### src/rtl/fifo_pkg.sv
// rtl/fifo_pkg.sv - shared constants and helpers for the FIFO read-side stream adapter
package fifo_pkg;

  localparam int FIFO_RD_LATENCY = 1;
  localparam int DEF_WIDTH       = 16;
  localparam int SKID_DEPTH      = 2;

  // Burst counter width; a single-word burst still needs a 1-bit counter.
  function automatic int burst_cnt_w(input int burst_len);
    return (burst_len <= 2) ? 1 : $clog2(burst_len);
  endfunction

endpackage

### src/rtl/fifo_rd_skid.sv
// rtl/fifo_rd_skid.sv - 2-entry output buffer with registered head word
module fifo_rd_skid
  import fifo_pkg::*;
#(
  parameter int WIDTH = DEF_WIDTH
) (
  input  logic             clk,
  input  logic             rst_n,
  input  logic             push,
  input  logic [WIDTH-1:0] din,
  input  logic             pop,
  output logic [WIDTH-1:0] dout,
  output logic [1:0]       occ
);

  logic [WIDTH-1:0] r_mem [SKID_DEPTH];
  logic             r_head;
  logic             r_tail;
  logic [1:0]       r_occ;
  logic [WIDTH-1:0] r_dout;

  logic             w_pop;
  logic             w_push;
  logic             w_head_nxt;
  logic [1:0]       w_occ_nxt;
  logic [WIDTH-1:0] w_dout_nxt;

  assign w_pop      = pop && (r_occ != 2'd0);
  assign w_push     = push && ((r_occ != 2'(SKID_DEPTH)) || w_pop);
  assign w_head_nxt = r_head ^ w_pop;
  assign w_occ_nxt  = r_occ + {1'b0, w_push} - {1'b0, w_pop};

  // The head word is registered so dout keeps its last value once the buffer drains.
  always_comb begin
    w_dout_nxt = r_dout;
    if (w_occ_nxt != 2'd0) begin
      if (w_push && (r_tail == w_head_nxt)) begin
        w_dout_nxt = din;
      end else begin
        w_dout_nxt = r_mem[w_head_nxt];
      end
    end
  end

  always_ff @(posedge clk or negedge rst_n) begin
    if (!rst_n) begin
      for (int i = 0; i < SKID_DEPTH; i++) begin
        r_mem[i] <= '0;
      end
      r_head <= 1'b0;
      r_tail <= 1'b0;
      r_occ  <= 2'd0;
      r_dout <= '0;
    end else begin
      if (w_push) begin
        r_mem[r_tail] <= din;
      end
      r_tail <= r_tail ^ w_push;
      r_head <= w_head_nxt;
      r_occ  <= w_occ_nxt;
      r_dout <= w_dout_nxt;
    end
  end

  assign dout = r_dout;
  assign occ  = r_occ;

endmodule

### src/rtl/fifo_rd_stream.sv
// rtl/fifo_rd_stream.sv - FIFO read port to valid/ready stream with burst last marking
module fifo_rd_stream
  import fifo_pkg::*;
#(
  parameter int WIDTH     = DEF_WIDTH,
  parameter int BURST_LEN = 4
) (
  input  logic             clk,
  input  logic             rst_n,
  output logic             rd_en,
  input  logic [WIDTH-1:0] rd_data,
  input  logic             fifo_empty,
  output logic             out_valid,
  input  logic             out_ready,
  output logic [WIDTH-1:0] out_data,
  output logic             out_last
);

  localparam int            CW       = burst_cnt_w(BURST_LEN);
  localparam logic [CW-1:0] LAST_CNT = CW'(BURST_LEN - 1);

  logic [FIFO_RD_LATENCY-1:0] r_inflight;
  logic [CW-1:0]              r_burst_cnt;
  logic [1:0]                 w_occ;
  logic                       w_pop;
  logic [2:0]                 w_pending;

  assign out_valid = (w_occ != 2'd0);
  assign w_pop     = out_valid && out_ready;
  assign w_pending = {1'b0, w_occ} + {2'b0, r_inflight};

  // Issue a read only if the word it returns is guaranteed a buffer slot.
  assign rd_en    = rst_n && !fifo_empty && (w_pending < (3'd2 + {2'b0, w_pop}));
  assign out_last = out_valid && (r_burst_cnt == LAST_CNT);

  fifo_rd_skid #(
    .WIDTH (WIDTH)
  ) u_skid (
    .clk   (clk),
    .rst_n (rst_n),
    .push  (r_inflight[0]),
    .din   (rd_data),
    .pop   (w_pop),
    .dout  (out_data),
    .occ   (w_occ)
  );

  always_ff @(posedge clk or negedge rst_n) begin
    if (!rst_n) begin
      r_inflight  <= '0;
      r_burst_cnt <= '0;
    end else begin
      r_inflight <= rd_en;
      if (w_pop) begin
        r_burst_cnt <= (r_burst_cnt == LAST_CNT) ? '0 : r_burst_cnt + 1'b1;
      end
    end
  end

endmodule

### config.mk
export PLATFORM = sky130hd
export DESIGN_NAME = fifo_rd_stream
export DESIGN_NICKNAME = d
export VERILOG_FILES = /design/src/rtl/fifo_pkg.sv /design/src/rtl/fifo_rd_skid.sv /design/src/rtl/fifo_rd_stream.sv
export SDC_FILE = /design/constraint.sdc
export NUM_CORES = 1
export LEC_CHECK = 0
export ABC_AREA = 0
export CORE_ASPECT_RATIO = 1.75
export CORE_MARGIN = 1.5
export CORE_UTILIZATION = 30
export CTS_CLUSTER_DIAMETER = 30
export CTS_CLUSTER_SIZE = 28
export DETAILED_ROUTE_END_ITERATION = 8
export PLACE_DENSITY = 0.59
export SETUP_SLACK_MARGIN = 0.3
export SYNTH_ARGS = -nofsm -noshare
export SYNTH_HDL_FRONTEND = slang
export SYNTH_SLANG_ARGS = --single-unit
### constraint.sdc
create_clock -name clk -period 2.1 [get_ports clk]
set_input_delay 0.525 -clock clk [delete_from_list [all_inputs] [get_ports clk]]
set_output_delay 0.525 -clock clk [all_outputs]
set_load 0.005 [all_outputs]
# --- Yosys cells after proc, flatten, opt, wreduce, memory -nomap -nowiden ---
# Index checks and enable logic that the tools add are counted.
op_classes:
  addsub: 5
  multipliers: 0
  div_mod_pow: 0
  magnitude_cmp: 4
  eq_ne: 3
  shifts: 0
  mux: 8
  bitwise: 4
  reduce_logical: 12
op_table:
  columns: ["operator", "n"]
  rows:
  - ["16-bit two-way mux", 5]
  - ["32-bit bitwise mux", 1]
  - ["16-bit demux with 1-bit select", 1]
  - ["1-bit logical AND", 8]
  - ["2-bit greater-or-equal comparator, second input constant", 2]
  - ["1-bit NOT with 2-bit output", 2]
  - ["2-bit nonzero test", 2]
  - ["2-bit by 1-bit adder with 3-bit output", 1]
  - ["2-bit by 1-bit adder with 3-bit output, first input constant", 1]
  - ["3-bit < comparator", 1]
  - ["2-bit by 1-bit adder with 2-bit output", 1]
  - ["2-bit by 1-bit adder with 2-bit output, second input constant", 1]
  - ["2-bit == test, second input constant", 1]
  - ["2-bit by 1-bit < comparator with 1-bit output, second input constant", 1]
  - ["2-bit two-way mux", 1]
  - ["2-bit != test, second input constant", 1]
  - ["2-bit by 1-bit subtractor with 2-bit output", 1]
  - ["1-bit XOR", 2]
  - ["1-bit == test", 1]
  - ["1-bit zero test", 1]
  - ["1-bit logical OR", 1]
totals:
  reg_bits: 55
  latchBits: 0
  ramBits: 0
  mem_bits_ro: 0
  output_inout_bits: 19
  elab_cells: 44
  n_memories: 0

# --- Depth between registers and ports, before layout ---
logic_depth:
  ltp_word: 9
  depth_mapped: 10
  ltp_nobuf: 8

# --- Modules after synthesis ---
# A second synthesis with hierarchy kept.
unflattened:
  cells_unflattened: 235
  area_unflattened_um2: 2765.2
modules_own_cells:
  columns: ["mod", "n_inst", "cells_per_inst", "area_each_um2", "seq_area_each_um2"]
  rows:
  - ["fifo_rd_skid", 1, 219, 2577.5, 1301.2]
  - ["fifo_rd_stream", 1, 16, 187.7, 75.1]

# --- Least setup slack after synthesis ---
# No wires, ideal clock.
synth_path:
  path_kind: "register -> register"
  from: "register u_skid.r_occ[1], in the netlist u_skid.occ[1]"
  to: "register u_skid.r_dout[11], in the netlist u_skid.dout[11]"
  setup_ps: 126
  arrival_time_ps: 2059
  setup_slack_ps: -86
  path_stages_with_launch: 10
  path_buffers: 2
  synth_period_minus_slack_ps: 2186
  path_cell_list: "dfrtp_1 clkbuf_2 o21ai_4 inv_1 ha_1 or3_1 a31o_2 buf_2 o21ai_0 o22ai_1"
synth_via:
  elab_chain_cells: 9
  word_cells_on_any_way: 17
  cone_classes: "2 x add/sub; 2 x eq/ne; 4 x mux; 2 x bitwise; 7 x reduce/logical"
synth_rtl:
  columns: ["item", "line_no", "text"]
  rows:
  - ["start, declared", "fifo_rd_skid.sv:19", "logic [1:0] r_occ;"]
  - ["start signal, assigned", "fifo_rd_skid.sv:60", "r_occ <= w_occ_nxt;"]
  - ["2-bit nonzero test (*)", "fifo_rd_stream.sv:28", "assign out_valid = (w_occ != 2'd0);"]
  - ["1-bit logical AND (*)", "fifo_rd_stream.sv:29", "assign w_pop = out_valid && out_ready;"]
  - ["via u_skid.pop", "fifo_rd_skid.sv:11", "input logic pop,"]
  - ["1-bit logical AND (*)", "fifo_rd_skid.sv:28", "assign w_pop = pop && (r_occ != 2'd0);"]
  - ["parallel branches: the longest is 6 deep, another holds 2-bit by 1-bit adder with 2-bit output", null, null]
  - ["end signal, assigned", "fifo_rd_skid.sv:61", "r_dout <= w_dout_nxt;"]
  - ["end, declared", "fifo_rd_skid.sv:20", "logic [WIDTH-1:0] r_dout;"]
# Mark *: on every way through the listed nets, which the timed path passes. The select of a mux whose other input is x is not followed.
# A chain may end at the register's enable or synchronous reset.

# --- Worst setup path after layout ---
layout_path:
  from: "register u_skid.r_occ[0], in the netlist u_skid.occ[0]"
  to: "register u_skid.r_dout[10], in the netlist u_skid.dout[10]"
# Same word-level chain as after synthesis.

==> results.py <==
metrics = {
    "route": {
        "viasPerCell": 5.02,
        "drt_iter0_drc": 85,
        "postRouteAntennaNets": 0,
        "top_layer_used": "met4",
        "firstDrtPassIters": 4,
        "dr_wl_met3_um": 197,
        "wl_per_cell_um": 16.3,
        "routed_wl_um": 6370,
        "vias": 1964,
        "drcViolationCount": 0,
        "wl_met1_um": 2480,
        "wl_met2_um": 3540,
    },
    "sta": {
        "finClkSkew_ps": 5.98,
        "fin_crit_sh_pct": 98.7,
        "clock.fmax_ghz": 0.482,
        "max_slew_margin_pct": 53.5,
        "fin_crit_ps": 2070,
        "hold_ws_ps": 412,
        "rsz0062_at_grt": "true",
        "tightest_slew_ps": 697,
        "slew_violations": 0,
        "setup_violations": 0,
        "hold_viol_final": 0,
    },
    "grt": {
        "grt_usage_pct": 14.5,
        "grt_antenna_before_repair": 0,
        "grt_max_degree": 56,
        "grt_pass1_vias": 1964,
        "grt_first_pass_wirelength_um": 9790,
        "grt-ovfl-total": 0,
    },
    "synthesis": {
        "ys_ff_latch": 55,
        "yosys.area.top_type": "dfrtp_1",
        "synth_cell_type_count": 28,
        "ys.flop_type": "dfrtp_1",
        "syn_area_per_cell_um2": 10.9,
        "netlist.area_leader.share_pct": 53.8,
        "syn_inst": 234,
        "synth_seq_area_share_pct": 53.8,
        "yosysWarnings": 0,
        "syn_area_um2": 2560,
        "async_reset_ff_share_pct": 100,
        "synth_edf_count": 0,
        "syn-num-nets": 258,
        "ys_top_cells_by_area": "dfrtp_1, mux2_2, nand2_1",
    },
    "critical_path": {
        "required_ps": 2280,
        "crit_type": "register to register",
        "cp_max_fo": 8,
        "critPathCaptureType": "register",
        "critPathLaunchType": "register",
        "crit_arrival_ps": 2250,
    },
    "clocking": {
        "cts_buffers": 5,
        "clk_pin_slew_ps": 70,
        "cts_tree": "done",
        "cts_root_buf": "clkbuf_16",
        "htreeDepth": 2,
        "clock-sinks": 55,
        "clk-insertion-delay-late_ps": 300,
        "clockBufferDepth": 2,
    },
    "floorplanning": {
        "fp.dieW_um": 72.8,
        "core-area_um2": 8260,
        "die_area_um2": 9110,
        "chipHeight_um": 125,
        "io_pins": 39,
        "start_util_pct": 31.0,
        "placementRows": 44,
    },
    "cells_and_area": {
        "diodes": 0,
        "fin_util_pct": 43.1,
        "nets": 324,
        "multiInputGateArea_um2": 1190,
        "regArea_um2": 1380,
        "fillers": 796,
        "final_cell_mix": "dfrtp_1, mux2_2, clkdlybuf4s50_1",
        "final_common_cell": "dfrtp_1",
        "drive_gt1_share_pct": 32.1,
        "syn2layout_area_growth_pct": 39.2,
    },
    "run": {
        "drv_cap": 0,
    },
    "place": {
        "gp_congestion": 0.755,
        "dp_hpwl_um": 3720,
        "io_buffers": 38,
    },
    "worst_hold_path": {
        "hold_class": "input pin to async pin",
    },
    "power": {
        "power.leakage_nw": 1.57,
        "max-vdd-ir-drop_v": 0.000561,
        "powerDensity_nw_per_um2": 1700,
    },
    "outcome": {
        "status": "completed",
    },
}
==> report_power, final <==
| group | switching [mW] | internal (mW) | leakage [nW] |
|---|---|---|---|
| logic | 1.51 | 1.83 | 0.839 |
| clock network | 0.352 | 0.430 | 0.0628 |
| registers | 0.315 | 1.61 | 0.668 |
| total | 2.17 | 3.87 | 1.57 |
==> layout make-up <==
cell class / count / area share [%]
Multi-Input combinational cell: 151 / 33.6
Timing Repair Buffer: 67 / 18.8
Clock buffer: 6 / 3.62
Tap cell: 92 / 3.23
Inverter: 20 / 2.11
Sequential cell: 55 / 38.7
==> cell families after synthesis <==
family                     Yosys count  synth area share [%]
and+or+nand+nor                     65                  11.9
xor gates and xnor gates             6                  2.79
adders and majority gates            4                  1.96
DFF                                 55                  53.8
AOI/OAI and AO/OA                   39                  9.39
muxes                               34                  14.9
buffers and inverters               31                  5.23
==> critical path, cell delays in order (launching register included) <==
cell     delay [ps]
dfrtp_1         400
buf_6           120
buf_6           110
o21ai_4         120
inv_2            60
ha_4            260
or3_4           420
a31o_4          300
o21ai_1          90
o22ai_1          70
==> synth_stat cells, types with 2 or more instances <==
library cell  number
inv_1             19
buf_4              2
nor2_1             5
dfrtp_1           55
clkbuf_2           2
nand3_1            3
xnor2_1            4
mux2_2            33
buf_2              6
nor2b_1            3
ha_1               4
o22ai_1           16
nand2_1           34
o21ai_0           18
and3_1            17
==> layer usage <==
metal | vias to the layer above | track usage, %
met1 | 980 | 16.0
li1 | 942 | -
met4 | 0 | 8.10
met5 | - | 0
met2 | 34 | 25.1
met3 | 8 | 2.74
==> state kept, by name (all words and copies together), names as in the netlist <==
register and cells:
r_burst_cnt 2, r_inflight 1, u_skid.dout 16, u_skid.occ 2
u_skid.r_head 1, u_skid.r_mem 32, u_skid.r_tail 1
==> path summary, 6_finish.rpt <==
kind / from / to / slack [ps] / depth (start not counted)
max: u_skid.occ[0]$_DFF_PN0_ / u_skid.dout[10]$_DFFE_PN0P_ / 30 / 9
min: rst_n / u_skid.r_mem[19]$_DFFE_PN0P_ / 410 / 2
max reg2reg: u_skid.occ[0]$_DFF_PN0_ / u_skid.dout[10]$_DFFE_PN0P_ / 30 / 9
min reg2reg: u_skid.r_mem[22]$_DFFE_PN0P_ / u_skid.r_mem[22]$_DFFE_PN0P_ / 510 / 1
max in group asynchronous: rst_n / u_skid.dout[11]$_DFFE_PN0P_ / 1210 / 2
min in group clk: u_skid.r_mem[22]$_DFFE_PN0P_ / u_skid.r_mem[22]$_DFFE_PN0P_ / 510 / 1
==> stage by stage <==
stage	power [mW]	TNS, ps	cells	instance area [um^2]	worst slack (ps)
3_3_place_gp	4.66	-9600	372	3200	-509
3_5_place_dp	4.76	-10980	372	3200	-594
5_1_grt	6.46	-484	391	3560	-44.8
6_report	6.04	0	391	3560	26.8
4_1_cts	5.95	0	387	3460	61.2
2_1_floorplan	3.69	0	234	2580	48.2
==> what timing repair did <==
action | 4_1_cts | 5_1_grt
setup endpoints to repair | 38 | 46
resized for setup | 31 | 19
pin swaps | 3 | 8
setup buffers | 6 | 2
gates cloned | 3 | 2
hold buffers | 0 | 0
No activity file was read; power rests on OpenSTA's default activity.
